==> src/rtl/qbus_mem_ctl.sv <==
// Q-bus slave for the VM1 core: converts din/dout cycles into single-cycle SRAM strobes,
// with wait states, a write-protected ROM window and an unmapped hole that times out.
//  state    | meaning
//  S_IDLE   | waiting for sync_i rising edge, latches address
//  S_ADDR   | address held, waiting for din_i/dout_i
//  S_WAIT   | wait-state down-counter running
//  S_ACCESS | SRAM strobe cycle
//  S_RDATA  | SRAM read data captured into data_o
//  S_REPLY  | rply_o high until din_i/dout_i released
//  S_NORPLY | hole access: no reply, berr_o timeout pulse
module qbus_mem_ctl #(
    parameter int          WAIT_STATES = 1,
    parameter logic [15:0] ROM_BASE    = 16'o100000,
    parameter bit          ROM_WP      = 1'b1,
    parameter logic [15:0] HOLE_LO     = 16'o177000,
    parameter logic [15:0] HOLE_HI     = 16'o177577,
    parameter int          TIMEOUT     = 16
) (
    input  logic        mclk,
    input  logic        mreset,
    input  logic [15:0] addr_i,
    input  logic [15:0] data_i,
    output logic [15:0] data_o,
    input  logic        sync_i,
    input  logic        din_i,
    input  logic        dout_i,
    input  logic        wtbt_i,
    output logic        rply_o,
    output logic        berr_o,
    output logic [14:0] mem_addr_o,
    output logic [15:0] mem_wdata_o,
    output logic [1:0]  mem_be_o,
    output logic        mem_rd_o,
    output logic        mem_we_o,
    input  logic [15:0] mem_rdata_i
);

    typedef enum logic [2:0] {
        S_IDLE, S_ADDR, S_WAIT, S_ACCESS, S_RDATA, S_REPLY, S_NORPLY
    } state_t;

    state_t      r_state;
    logic [15:0] r_addr;
    logic        r_rom;
    logic        r_hole;
    logic        r_sync_d;
    logic        r_is_rd;
    logic        r_abort;
    logic [3:0]  r_wcnt;
    logic [7:0]  r_tcnt;
    logic        r_rply;
    logic        r_berr;
    logic [15:0] r_data;
    logic        r_mem_rd;
    logic        r_mem_we;
    logic [1:0]  r_be;
    logic [15:0] r_wdata;
    logic        w_we_ok;

    assign w_we_ok = !(r_rom && ROM_WP);

    always_ff @(posedge mclk) begin
        if (mreset) begin
            r_state  <= S_IDLE;
            r_addr   <= '0;
            r_rom    <= 1'b0;
            r_hole   <= 1'b0;
            r_sync_d <= 1'b0;
            r_is_rd  <= 1'b0;
            r_abort  <= 1'b0;
            r_wcnt   <= '0;
            r_tcnt   <= '0;
            r_rply   <= 1'b0;
            r_berr   <= 1'b0;
            r_data   <= '0;
            r_mem_rd <= 1'b0;
            r_mem_we <= 1'b0;
            r_be     <= '0;
            r_wdata  <= '0;
        end else begin
            r_sync_d <= sync_i;
            r_mem_rd <= 1'b0;
            r_mem_we <= 1'b0;
            r_berr   <= 1'b0;
            case (r_state)
                S_IDLE: begin
                    if (sync_i && !r_sync_d) begin
                        r_addr  <= addr_i;
                        r_rom   <= (addr_i >= ROM_BASE);
                        r_hole  <= (addr_i >= HOLE_LO) && (addr_i <= HOLE_HI);
                        r_state <= S_ADDR;
                    end
                end
                S_ADDR: begin
                    if (!sync_i) begin
                        r_state <= S_IDLE;
                    end else if (din_i || dout_i) begin
                        r_is_rd <= din_i;
                        r_abort <= 1'b0;
                        r_be    <= (!din_i && wtbt_i) ? (r_addr[0] ? 2'b10 : 2'b01) : 2'b11;
                        if (!din_i)
                            r_wdata <= data_i;
                        if (r_hole) begin
                            r_tcnt  <= '0;
                            r_berr  <= (TIMEOUT == 1);
                            r_state <= S_NORPLY;
                        end else if (WAIT_STATES == 0) begin
                            r_mem_rd <= din_i;
                            r_mem_we <= !din_i && w_we_ok;
                            r_state  <= S_ACCESS;
                        end else begin
                            r_wcnt  <= 4'(WAIT_STATES);
                            r_state <= S_WAIT;
                        end
                    end
                end
                S_WAIT: begin
                    // A dropped frame still completes the SRAM op, only the reply is skipped.
                    if (!sync_i)
                        r_abort <= 1'b1;
                    r_wcnt <= r_wcnt - 4'd1;
                    if (r_wcnt == 4'd1) begin
                        r_mem_rd <= r_is_rd;
                        r_mem_we <= !r_is_rd && w_we_ok;
                        if (!r_is_rd && dout_i)
                            r_wdata <= data_i;
                        r_state  <= S_ACCESS;
                    end
                end
                S_ACCESS: begin
                    if (r_is_rd) begin
                        r_abort <= r_abort || !sync_i;
                        r_state <= S_RDATA;
                    end else if (r_abort || !sync_i) begin
                        r_state <= S_IDLE;
                    end else begin
                        r_rply  <= 1'b1;
                        r_state <= S_REPLY;
                    end
                end
                S_RDATA: begin
                    r_data <= mem_rdata_i;
                    if (r_abort || !sync_i) begin
                        r_state <= S_IDLE;
                    end else begin
                        r_rply  <= 1'b1;
                        r_state <= S_REPLY;
                    end
                end
                S_REPLY: begin
                    if (!din_i && !dout_i) begin
                        r_rply  <= 1'b0;
                        r_state <= sync_i ? S_ADDR : S_IDLE;
                    end
                end
                S_NORPLY: begin
                    if (!sync_i) begin
                        r_state <= S_IDLE;
                    end else if (r_tcnt != 8'(TIMEOUT)) begin
                        r_tcnt <= r_tcnt + 8'd1;
                        if (r_tcnt == 8'(TIMEOUT - 2))
                            r_berr <= 1'b1;
                    end
                end
                default: r_state <= S_IDLE;
            endcase
        end
    end

    assign data_o      = r_data;
    assign rply_o      = r_rply;
    assign berr_o      = r_berr;
    assign mem_addr_o  = r_addr[15:1];
    assign mem_wdata_o = r_wdata;
    assign mem_be_o    = r_be;
    assign mem_rd_o    = r_mem_rd;
    assign mem_we_o    = r_mem_we;

endmodule

==> config.mk <==
export PLATFORM = sky130hd
export DESIGN_NAME = qbus_mem_ctl
export DESIGN_NICKNAME = d
export VERILOG_FILES = /design/src/rtl/qbus_mem_ctl.sv
export SDC_FILE = /design/constraint.sdc
export NUM_CORES = 1
export LEC_CHECK = 0
export BUFFER_PORTS_ARGS = -buffer_cell sky130_fd_sc_hd__buf_2
export CAP_MARGIN = 20
export CORE_MARGIN = 8
export CORE_UTILIZATION = 45
export CTS_BUF_LIST = sky130_fd_sc_hd__clkbuf_4 sky130_fd_sc_hd__clkbuf_8 sky130_fd_sc_hd__clkbuf_16
export CTS_CLUSTER_SIZE = 14
export DETAILED_ROUTE_END_ITERATION = 7
export PLACE_DENSITY = 0.79
export SYNTH_ARGS = -nofsm -noshare
export SYNTH_HDL_FRONTEND = slang
export SYNTH_SLANG_ARGS = --single-unit
export TNS_END_PERCENT = 50
==> constraint.sdc <==
create_clock -name mclk -period 1.6 [get_ports mclk]
set_input_delay 0 -clock mclk [delete_from_list [all_inputs] [get_ports mclk]]
set_output_delay 0 -clock mclk [all_outputs]
set_load 0.01 [all_outputs]
==> After elaboration in Yosys (flattened, before gate mapping) <==
Index checks and enable logic that the tools add are counted.
{ "classes": {"addsub": 2, "magnitude_cmp": 3, "eq_ne": 25, "muxes": 39, "n_bitwise": 5, "n_reduce_logical": 29} }
{ "op_table": {"columns": ["op", "n"], "rows": [
  ["two-way mux 16 bit", 5],
  ["two-way mux 8 bit", 5],
  [">= comparator 16 bit (second input constant)", 2],
  ["one-hot mux 16 bit (2 select lines)", 1],
  ["!= test 2 bit (second input constant)", 15],
  ["two-way mux 3 bit", 9],
  ["one-hot mux 3 bit (7 select lines)", 1],
  ["less-or-equal comparator 16 bit (second input constant)", 1],
  ["one-hot mux 8 bit (2 select lines)", 1],
  ["two-way mux 4 bit", 3],
  ["AND reduction 6 bit", 2],
  ["AND reduction 5 bit", 2],
  ["equality test 3 bit (second input constant)", 3],
  ["two-way mux 1 bit", 9],
  ["adder 8 x 1 -> 8 bit (second input constant)", 1],
  ["equality test 8 x 4 -> 1 bit (second input constant)", 1],
  ["!= test 8 x 5 -> 1 bit (second input constant)", 1],
  ["one-hot mux 4 bit (2 select lines)", 1],
  ["equality test 3 x 2 -> 1 bit (second input constant)", 2],
  ["logical AND 1 bit", 6],
  ["zero test 1 bit", 6],
  ["one-hot mux 1 bit (3 select lines)", 2],
  ["AND reduction 3 bit", 2],
  ["nonzero test 3 bit", 2],
  ["13 further kinds", 20]
]} }
{ "totals": {"ff_bits": 74, "input_bits": 54, "word_cells": 119} }

==> Longest topological paths before layout <==
{ "depth": {"depth_word": 5, "ltp_mapped": 8, "depth_no_buf": 7} }

==> Least setup slack after synthesis <==
No wires, ideal clock.
{ "synth_timing": {"path_kind": "register to register", "start": "reg r_wcnt[0]", "end": "reg r_wdata[6] (netlist: mem_wdata_o[6])", "setup_ns": 0.128, "arrival_time_ns": 1.663, "required_ns": 1.472, "slack_ns": -0.191, "stages_incl_launch_ff": 8, "path_cell_list": "dfxtp_1 ha_1 or3b_1 nor4_4 o21ai_4 buf_6 mux2i_1 nor2_1"} }
{ "synth_between": {"elab_chain_len": 3} }
{ "synth_rtl": {"columns": ["item", "line", "rtl"], "rows": [
  ["from (decl)", "49", "logic [3:0] r_wcnt;"],
  ["from (signal assigned)", "112", "r_wcnt <= 4'(WAIT_STATES);"],
  ["from (signal assigned)", "121", "r_wcnt <= r_wcnt - 4'd1;"],
  ["equality test 4 x 1 -> 1 bit", "122", "if (r_wcnt == 4'd1) begin"],
  ["!= test 2 bit (no line)", null, null],
  ["AND reduction 6 bit (no line)", null, null],
  ["to (signal assigned)", "102", "r_wdata <= data_i;"],
  ["to (signal assigned)", "126", "r_wdata <= data_i;"],
  ["to (decl)", "57", "logic [15:0] r_wdata;"]
]} }
No other way between the ends.
A chain may end at the register's enable or synchronous reset.

==> Worst setup path in the final report <==
{ "layout_timing": {"start": "reg r_wcnt[1]", "end": "reg r_wdata[2] (netlist: mem_wdata_o[2])"} }
The elaborated chain is that of the path after synthesis.

==> results.md <==
- Post-synth top area share: 0.455
- Area of the multi-input gates: between 0.0015 and 0.002 sq mm
- Crit Path Class: reg2reg
- Gate power share: 0.340
- Synth Warn #: 0
- Worst Setup SP: r_wcnt[1]
- Endpoints failing hold: 0
- Largest net degree at the start of global routing: 26
- Synth Net Count: 443
- WL met2: roughly 5000 microns
- Pwr dens: around 1200 mW/mm^2
- Number of max-cap violations: 0
- RSZ-0062 raised after global routing: yes
- Latest clock arrival within the worst-skew pair: between 300 and 400 ps
- Synth async-reset ratio: 0
- Overflow left after global routing: 0
- Most frequent cells in the layout: 106 x buf_2, 80 x nand2_1, 69 x dfxtp_1
- Starting Density: 0.456
- Critical Path RT: around 1800 ps
- Longest Clk Path Bufs: 2
- First-pass GRT wire length: around 15000 microns
- Fmax: approximately 570 MHz
- Layout cell share with drive strength beyond 1: 0.341
- Total CTS buffers: 9
- Mean Syn Cell Area: around 8.5 sq um
- Final setup violation count: 20
- Root Driver: clkbuf_8
- Critical Path Source Type: flip-flop
- Net Sw Power: 1.88 mW
- Die ar.: between 0.01 and 0.015 sq mm
- Routed wl met3: ~620 microns
- Reg2reg end: mem_wdata_o[2]
- GP Congestion: 0.862
- Layout area overhead: 47.4%
- Worst R2R Start: r_wcnt[1]
- Die height: 101 microns
- Row count: 31
- Power Internal: 3.74 mW
- Synth cell types: 52
- Initial DRC count: 172
- Switch share: 0.334
- Number of global-route vias before repair: 3226
- Clock skew: 12.4 ps
- Max IR drop VDD: about 0.84 mV
- Vias per cell: approximately 5.0
- DRT Pass-1 Iters: 4
- Post-synth EDFFs: 0
- Mapped cell area: around 0.0033 sq mm
- Top sig layer: met4
- Most common cell after layout, fill and taps aside: buf_2
- Seq/Total Area, Yosys: 0.455
- Sequential power share: 0.404
- Status: complete, but fails checks
- Reg2reg setup slack: -150 ps
- Seq cells post-synth: 74
- Tcrit/Tclk final: 1.09
- Hold Path Class: in2reg
- Diode count: 0
- Area leader, netlist: dfxtp_1
- WL per Instance: around 15 microns
- Crit path max fanout: 7
- Max Slew Vio Count: 0
- FF+latch area: approximately 0.0015 sq mm
- DRC: 0
- Final wirelength: roughly 9700 microns
- Main synth FF type: dfxtp_1
- Placed Area: around 0.004 sq mm
- PnR worst setup slack: -147 ps
- CTS tree: yes
- Failing checks: setup timing
- Worst Hold End: r_sync_d
- CORE AREA: between 0.007 and 0.008 sq mm
- Top cells by area, synth: dfxtp_1 45%, nand2_1 9.2%, a21oi_1 6.5%
- Crit end category: flip-flop
- Vias post-DR: 3300
- Min-Delay Path Depth: 2
- Tot Pwr: 5.62 mW
- Clock power frac: 0.256
- Cells on worst reg2reg path: 8
- Hpwl dp: between 6000 and 7000 microns
- Htree depth: 3
- All-Layer GR Usage: 0.183
- CTS Sinks: 74
- Antenna viol nets, final: 0
- Port buffer count: 106
- Final nets: 612
- Worst-margin pin slew: 470 ps
- Tmin final: 1750 ps
- Crit path DAT: ~2000 ps
- Worst rel slew slack: 0.683
- Final Cell Area: between 0.004 and 0.005 sq mm
- Leak pwr: 2.18 nW
- Initial antenna violation count: 0
- Post-Syn Instances: 384
- Ports: roughly 110
- # fillers: 575
- Clock-pin slew on the worst setup and hold paths: around 80 ps
- Hold Startpoint: sync_i
- Metal-1 WL: between 3000 and 4000 microns
- Die W: between 100 and 150 microns
==> synthesized netlist by cell type (all sizes together) (3+ instances only) <==
cell     n
clkbuf  13
a21oi   42
nand4    3
nor2b    4
nor3     7
nand2   80
ha       5
inv      8
nor2    41
nand3    7
nand2b   6
or3b     3
buf     21
o31ai    3
o21ai   12
dfxtp   74
mux2i   16
a211oi   3
==> layout make-up <==
| type | instances | area share |
|---|---|---|
| tap | 99 | 0.0258 |
| clock inverter | 6 | 0.0135 |
| sequential | 74 | 0.310 |
| inverter | 8 | 0.00625 |
| multi-input combinational | 268 | 0.339 |
| timing repair buffer | 192 | 0.278 |
| clock buffer | 10 | 0.0274 |
==> power by group through the flow <==
| stage | Clock [mW] | Sequential, mW | Combinational [mW] |
|---|---|---|---|
| global route | 1.56 | 2.31 | 2.07 |
| floorplan | 0 | 2.33 | 1.09 |
| finish | 1.44 | 2.27 | 1.91 |
| detailed placement | 0 | 2.29 | 1.65 |
| global placement | 0 | 2.27 | 1.60 |
| CTS | 1.49 | 2.26 | 1.80 |
==> sequential cells by signal (all words and copies together) (netlist names), 2 cells and up <==
register     count
r_addr          16
r_tcnt           8
mem_wdata_o     16
mem_be_o         2
data_o          16
r_state          3
r_wcnt           4
==> repair_timing <==
action	4_1_cts	5_1_grt
gates resized for setup	9	16
buffers inserted	3	1
hold buffers	50	0
hold endpoints to repair	51	0
endpoints found under the setup margin	28	44
pin swaps	4	3
cloned	0	1
==> layer usage <==
metal,track usage,vias to the layer above
li1,-,1640
met1,0.195,1542
met2,0.324,99
met3,0.0698,19
met4,0.0550,0
met5,0,-
==> how the worst max path moves through the flow <==
stage	slack [ps]	cells past startpoint	to
2_1_floorplan	-40	8	mem_wdata_o[6]
5_1_grt	-200	8	mem_wdata_o[3]
3_5_place_dp	-210	7	mem_wdata_o[5]
6_report	-150	8	mem_wdata_o[2]
3_3_place_gp	-130	7	mem_wdata_o[15]
4_1_cts	-90	8	mem_wdata_o[3]
==> per-stage QoR <==
step	hold slack [ps]	instances	setup WS, ps	setup TNS, ps	util
floorplan	136	384	-35.4	-365	-
global placement	228	586	-133	-2480	0.552
detailed placement	243	586	-211	-3480	0.552
CTS	20.3	655	-93.4	-1470	0.659
global route	33.4	657	-204	-3440	0.673
finish	50.8	657	-147	-2200	0.673
==> cells by family (layout without fill, tap and decap cells) <==
| group | after synthesis | count (layout) | share of synthesized area |
|---|---|---|---|
| xor gates and xnor gates | 2 | 2 | 0.00538 |
| AOI/OAI and AO/OA | 79 | 79 | 0.157 |
| adders and majority gates | 5 | 5 | 0.0192 |
| and+or+nand+nor | 166 | 166 | 0.242 |
| buffers and inverters | 42 | 216 | 0.0726 |
| DFF | 74 | 74 | 0.455 |
| muxes | 16 | 16 | 0.0492 |
==> worst max-delay path, stage by stage, from the launching register on <==
cell     delay (ps)
dfxtp_2         330
inv_2            70
ha_4            110
or3b_4          390
nor4_4          200
o21ai_4         140
buf_12          160
mux2i_2         160
nor2_1           70
(Power assumes the default switching activity.)
